### src/rtl/cpu_pipe_pkg.sv
// Shared definitions for the myCPU inter-stage pipeline buffers.
//  - ps_state_t   : occupancy state of a pipe_stage_buf (EMPTY / ONE / TWO)
//  - IF2ID_W      : payload width of the IF/ID boundary (PC + instruction)
//  - ID2EXE_W     : payload width of the ID/EXE boundary (PC, operands, imm, control)
//  - ps_occupancy : maps a state to the number of held entries
package cpu_pipe_pkg;

  typedef enum logic [1:0] {
    PS_EMPTY = 2'd0,
    PS_ONE   = 2'd1,  // single-entry mode calls this FULL
    PS_TWO   = 2'd2
  } ps_state_t;

  localparam int IF2ID_W  = 64;   // pc[31:0], inst[31:0]
  localparam int ID2EXE_W = 150;  // pc, rs1/rs2 values, imm, rd, alu/mem/wb controls

  function automatic logic [1:0] ps_occupancy(input ps_state_t s);
    case (s)
      PS_ONE:  ps_occupancy = 2'd1;
      PS_TWO:  ps_occupancy = 2'd2;
      default: ps_occupancy = 2'd0;
    endcase
  endfunction

endpackage

### src/rtl/pipe_stage_buf.sv
// Inter-stage pipeline buffer (replaces the bare IF/ID and ID/EXE registers).
// Carries a DATA_W payload with a valid/allowin handshake, a per-stage stall
// (ready_go) and a flush that discards everything held.
//
// SKID=0 : one entry, in_allowin is combinational from ready_go/out_allowin.
// SKID=1 : two entries, in_allowin comes straight from a flop so the allowin
//          chain between stages is cut.
//
// Ports
//  clk          clock, rising edge
//  resetn       asynchronous reset, active-low
//  in_valid     upstream holds a valid payload
//  in_data      upstream payload
//  in_allowin   this buffer accepts a payload this cycle
//  ready_go     head payload has finished its work in this stage
//  out_valid    head payload offered downstream
//  out_data     head payload
//  out_allowin  downstream accepts this cycle
//  flush        discard all held payloads
//  occupancy    number of held entries
module pipe_stage_buf
  import cpu_pipe_pkg::*;
#(
  parameter int                DATA_W    = 32,
  parameter int                SKID      = 0,
  parameter logic [DATA_W-1:0] RESET_VAL = '0
) (
  input  logic              clk,
  input  logic              resetn,
  input  logic              in_valid,
  input  logic [DATA_W-1:0] in_data,
  output logic              in_allowin,
  input  logic              ready_go,
  output logic              out_valid,
  output logic [DATA_W-1:0] out_data,
  input  logic              out_allowin,
  input  logic              flush,
  output logic [1:0]        occupancy
);

  logic valid_head;
  logic accept;
  logic pop;

  // A flush kills the upstream transfer, so nothing is accepted that cycle.
  assign accept    = in_valid && in_allowin && !flush;
  assign out_valid = valid_head && ready_go;
  assign pop       = out_valid && out_allowin;

  generate
    if (SKID == 0) begin : g_single

      ps_state_t         state_reg, state_next;
      logic [DATA_W-1:0] head_reg;

      assign valid_head = (state_reg != PS_EMPTY);
      // Room if empty, or if the head leaves on this same edge (zero bubble).
      assign in_allowin = !valid_head || (ready_go && out_allowin);
      assign out_data   = head_reg;
      assign occupancy  = ps_occupancy(state_reg);

      always_comb begin
        state_next = state_reg;
        if (flush) begin
          state_next = PS_EMPTY;
        end else if (accept) begin
          state_next = PS_ONE;
        end else if (pop) begin
          state_next = PS_EMPTY;
        end
      end

      always_ff @(posedge clk or negedge resetn) begin
        if (!resetn) begin
          state_reg <= PS_EMPTY;
          head_reg  <= RESET_VAL;
        end else begin
          state_reg <= state_next;
          if (flush) begin
            head_reg <= RESET_VAL;
          end else if (accept) begin
            head_reg <= in_data;
          end
        end
      end

    end else begin : g_skid

      ps_state_t         state_reg, state_next;
      logic [DATA_W-1:0] head_reg, head_next;
      logic [DATA_W-1:0] skid_reg, skid_next;
      logic              allowin_reg;

      assign valid_head = (state_reg != PS_EMPTY);
      assign in_allowin = allowin_reg;
      assign out_data   = head_reg;
      assign occupancy  = ps_occupancy(state_reg);

      always_comb begin
        state_next = state_reg;
        head_next  = head_reg;
        skid_next  = skid_reg;
        case (state_reg)
          PS_EMPTY: begin
            if (accept) begin
              state_next = PS_ONE;
              head_next  = in_data;
            end
          end
          PS_ONE: begin
            if (accept && pop) begin
              head_next = in_data;
            end else if (accept) begin
              // Head is stuck downstream: park the newcomer behind it.
              state_next = PS_TWO;
              skid_next  = in_data;
            end else if (pop) begin
              state_next = PS_EMPTY;
            end
          end
          PS_TWO: begin
            // allowin is low here, so only a pop can happen.
            if (pop) begin
              state_next = PS_ONE;
              head_next  = skid_reg;
            end
          end
          default: state_next = PS_EMPTY;
        endcase
        if (flush) begin
          state_next = PS_EMPTY;
          head_next  = RESET_VAL;
          skid_next  = skid_reg;
        end
      end

      always_ff @(posedge clk or negedge resetn) begin
        if (!resetn) begin
          state_reg   <= PS_EMPTY;
          head_reg    <= RESET_VAL;
          skid_reg    <= RESET_VAL;
          allowin_reg <= 1'b1;
        end else begin
          state_reg   <= state_next;
          head_reg    <= head_next;
          skid_reg    <= skid_next;
          // Registered copy of (state != TWO): no path from out_allowin.
          allowin_reg <= (state_next != PS_TWO);
        end
      end

    end
  endgenerate

endmodule

### config.mk
export PLATFORM = sky130hd
export DESIGN_NAME = pipe_stage_buf
export DESIGN_NICKNAME = d
export VERILOG_FILES = /design/src/rtl/cpu_pipe_pkg.sv /design/src/rtl/pipe_stage_buf.sv
export SDC_FILE = /design/constraint.sdc
export NUM_CORES = 1
export LEC_CHECK = 0
export BUFFER_PORTS_ARGS = -buffer_cell sky130_fd_sc_hd__buf_2
export CORE_MARGIN = 5
export CORE_UTILIZATION = 45
export CTS_CLUSTER_DIAMETER = 40
export CTS_CLUSTER_SIZE = 16
export DETAILED_ROUTE_END_ITERATION = 7
export GPL_TIMING_DRIVEN = 0
export PLACE_DENSITY = 0.94
export SYNTH_ARGS = -nofsm -noshare
export SYNTH_HDL_FRONTEND = slang
export SYNTH_SLANG_ARGS = --single-unit
### constraint.sdc
create_clock -name clk -period 2.08 [get_ports clk]
set_input_delay 0.104 -clock clk [delete_from_list [all_inputs] [get_ports clk]]
set_output_delay 0.104 -clock clk [all_outputs]
set_load 0.02 [all_outputs]
Yosys cells after proc, flatten, opt, wreduce, memory -nomap -nowiden
Cells that the tools add are included. W data, S select, Z words.

Reduce and logical (&&, ||, !) cells: 11. Equal/unequal tests: 2. Mux-type cells: 6.

Operator list (number): $mux W32 (2); $mux W2 (3); $logic_and A1 B1 Y1 (5); $pmux W2 S2 (1); $reduce_bool A2 Y1 (2); $reduce_bool A3 Y1 (1); $eq A2 B1 Y1 const B (1); $eq A2 B2 Y1 const B (1); $logic_not A1 Y1 (2); $logic_or A1 B1 Y1 (1).

Output and inout port bits: 36. Flip-flop bits (word level): 34. Input port bits: 38. Word-level logic and storage cells: 21.

Longest topological paths before layout
Depth in word-level cells: 7. Mapped depth: 5. Gate-level depth less buffers: 4.

Worst setup path after synthesis
OpenSTA, ideal clock, no wires.

Path type: flip-flop to flip-flop. Start: register g_single.state_reg[0]. End: register g_single.head_reg[0] (netlist: out_data[0]). Stages on the path, launching flop included: 6. Path slack: 0.903 ns. Period minus slack after synthesis: 1.177 ns. Path buffers: 1. Arrival: 1.111 ns. Data required time: 2.014 ns. Setup time: 0.066 ns. Path through: dfrtp_1 > a21boi_4 > inv_2 > a21oi_4 > buf_6 > a22o_1.

Word-level cells in the longest chain between the ends: 6.

Ends and longest elaborated chain: from (decl) (RTL line pipe_stage_buf.sv:53) `ps_state_t state_reg, state_next;`; from (signal assigned) (RTL line pipe_stage_buf.sv:78) `state_reg <= state_next;`; $reduce_bool A2 Y1 (RTL line pipe_stage_buf.sv:56) `assign valid_head = (state_reg != PS_EMPTY);`; $logic_not A1 Y1 (RTL line pipe_stage_buf.sv:58) `assign in_allowin = !valid_head || (ready_go && out_allowin);`; $logic_or A1 B1 Y1 (RTL line pipe_stage_buf.sv:58); net in_allowin (RTL line pipe_stage_buf.sv:32) `output logic in_allowin,`; $logic_and A1 B1 Y1 (2 in series) (RTL line pipe_stage_buf.sv:46) `assign accept = in_valid && in_allowin && !flush;`; $reduce_bool A2 Y1 (no line); to (signal assigned) (RTL line pipe_stage_buf.sv:82) `head_reg <= in_data;`; to (decl) (RTL line pipe_stage_buf.sv:54) `logic [DATA_W-1:0] head_reg;`.

The timed path passes the listed nets, and every way through them passes these cells. A chain may end at the register's enable or synchronous reset.

Worst setup path in the final report
Start: register g_single.state_reg[0]. End: register g_single.head_reg[16] (netlist: out_data[16]).

Word-level cells in the longest chain between the ends: 6.

Ends and longest elaborated chain (RTL line): $reduce_bool A2 Y1 (pipe_stage_buf.sv:56); $logic_not A1 Y1 (pipe_stage_buf.sv:58); $logic_or A1 B1 Y1 (pipe_stage_buf.sv:58); $logic_and A1 B1 Y1 (2 in series) (pipe_stage_buf.sv:46); $reduce_bool A2 Y1 (no line).

Every way passes these cells.

==> impl_metrics.yaml <==
global_route:
  grt_pass1_wl_mm: 5.73
  grt.overflow.total: 0
  grt_pass1_vias: 1202
  grt_start_max_net_pins: 34
  grt_usage_pct: 18.4
  antenna_found_initial: 0
logic_synthesis:
  synth_flop_cell: "dfrtp_1"
  ys_seq_elements: 33
  synth_top_area_share_pct: 66.3
  async_flop_share_pct: 100
  syn-instance-count: 81
  synth_edf_count: 0
  netlist_area_um2: 1250
  synthTopCellsByCount: "dfrtp_1, a22o_1, buf_4, buf_6, nor2_1"
  yosys.cell_count.top_type: "dfrtp_1"
  yosysSeqAreaShare_pct: 66.3
  synth.largest_area_cell: "dfrtp_1"
  ys_warn_count: 0
  ys_types: 11
  synthTopCellsByArea: "dfrtp_1, a22o_1, buf_4"
  avgSynthCellArea_um2: 15.4
  syn_nets: 119
setup_path:
  rrSetupSlack_ns: 0.73
  critPathLaunchType: "flop"
  r2r_cells: 4
  critPathKind: "reg2reg"
  cp_max_fo: 10
  cp.arrival_ns: 1.61
  r2r_start: "g_single.state_reg[0]"
  crit_slowest_cell: "dfrtp_1"
  endpoint_kind: "flop"
  r2r_end: "out_data[16]"
  required_ns: 2.34
  cpPeakStageDelay_ns: 0.40
  path_cells: "a21boi_4, nor3b_2, buf_4, a22o_1"
route:
  ant_nets: 0
  wl_met1_mm: 1.32
  firstDrtPassIters: 4
  wirelength_mm: 3.39
  drc: 0
  topRoutingLayerUsed: "met4"
  wl_met3_um: 275
  wl_met2_mm: 1.77
  num_vias: 1128
  wl_per_cell_um: 15.5
  drt_iter0_markers: 26
  avgViaCountPerCell: 5.17
timing:
  period_minus_slack_ns: 1.35
  fin_crit_sh_pct: 64.8
  setup_tns_ns: 0
  slew_headroom_pct: 53.7
  fmax_mhz: 742
  finalMaxSlewViolations: 0
  setup_viol: 0
  grt_setup_unrepaired: "no"
  worst_pin_slew_ns: 0.694
  fin_skew_ns: 0.00422
  final-hold-violation-count: 0
cts:
  path_clk_slew_ns: 0.10
  ctsResizeCount: 0
  cts_root_buffer: "clkbuf_4"
  cts_made_buffers: 5
  cts_tree: "yes"
  clockBufferDepth: 2
  cts_sinks: 33
  h-tree-depth: 2
  clk_latency_ns: 0.32
floorplan:
  dieHeight_um: 62.6
  die_w_um: 62.6
  core_um2: 2710
  start_util_pct: 46.0
  num_io_pins: 74
  rows: 19
  dieArea_um2: 3920
layout:
  nNetsFinal: 224
  finalNonFillerCells: 218
  finish.utilization_pct: 72.2
  antennaDiodeCount: 0
  syn2layout_area_growth_pct: 57.0
  largest_register_ffs: 32
  final_layout_size_suffix_gt1_share_pct: 48.7
placement:
  dpl.hpwl_mm: 2.29
  dp.cells: 184
  io_buffers: 72
  routabilityCongestion: 0.680
run_status:
  status: "finished clean"
hold_path:
  worstHoldStart: "in_data[1]"
  hp-class: "in2reg"
  min_to: "out_data[1]"
  worstHoldPathCells: 2
job:
  cap_violations: 0
power_and_ir_drop:
  ir_drop_uv: 563
  cellLeakagePower_nw: 1.08
  power.density_nw_per_um2: 666
[layout make-up]
type / count / area, um^2
Buffer: 8 / 71.3
Tap cell: 31 / 38.8
Fill cell: 198 / 753
Clock inverter: 2 / 10.0
Multi-Input combinational cell: 39 / 345
Timing Repair Buffer: 98 / 621
Clock buffer: 6 / 41.3
Inverter: 1 / 3.75
Sequential cell: 33 / 826
[metrics by stage]
stage                     total power [mW]  hold slack [ns]  cell area [um^2]  setup WS, ns
after floorplan                      0.843           -0.192              1250         0.903
after global placement               0.943            0.165              1650         0.741
after detailed placement             0.952            0.194              1650         0.734
after CTS                             1.31         0.000636              1930         0.719
after global routing                  1.38         0.000680              1960         0.619
final                                 1.30           0.0114              1960         0.733
[layer usage]
layer  global-route usage (%)  vias up
met3                     7.19        5
met4                     7.69        0
met1                     19.9      551
met2                     31.6       57
li1                         -      515
met5                        0        -
[cells by family after synthesis]
group / synth area share (%)
simple gates: 2.11
compound gates: 25.3
flops: 66.3
other cells: 0.301
buf+inv: 6.02
[repair_timing]
action / in CTS / in global routing
hold buffers: 23 / 3
setup endpoints to repair: 0 / 0
endpoints found under the hold margin: 55 / 3
buffers inserted: 0 / 0
[power breakdown]
group	internal [mW]	leakage, nW	switching [mW]
Clock	0.129	0.0320	0.196
Sequential	0.680	0.442	0.0219
Combinational	0.134	0.609	0.143
[worst max-delay path by stage]
stage                          start           end  cells past startpoint  slack, ns
2_1_floorplan  g_single.state_reg[0]   out_data[0]                      5       0.90
3_3_place_gp   g_single.state_reg[0]  out_data[18]                      4       0.74
3_5_place_dp   g_single.state_reg[0]   out_data[6]                      4       0.73
4_1_cts        g_single.state_reg[0]  out_data[22]                      4       0.72
5_1_grt        g_single.state_reg[0]  out_data[16]                      4       0.62
6_report       g_single.state_reg[0]  out_data[16]                      4       0.73
[layout by cell type (no fill, tap or decap)]
cell and n:
clkbuf_1 1, a21oi_4 1, a22o_1 32, clkinv_2 2, buf_6 3, nor3b_2 1
buf_4 5, nor2_1 2, dfrtp_1 33, dlygate4sd3_1 26, and2_1 1, a21boi_4 1
inv_2 1, clkbuf_4 5, buf_2 72, conb_1 1
[critical path: cells and delay by family, from the launching register on]
kind | cells | cell delay (ns)
AO/OA/AOI/OAI | 2 | 0.32
buffers and inverters | 1 | 0.24
flip-flops | 1 | 0.40
AND/OR/NAND/NOR | 1 | 0.32
Note: power is estimated with default switching activity, not from simulation.
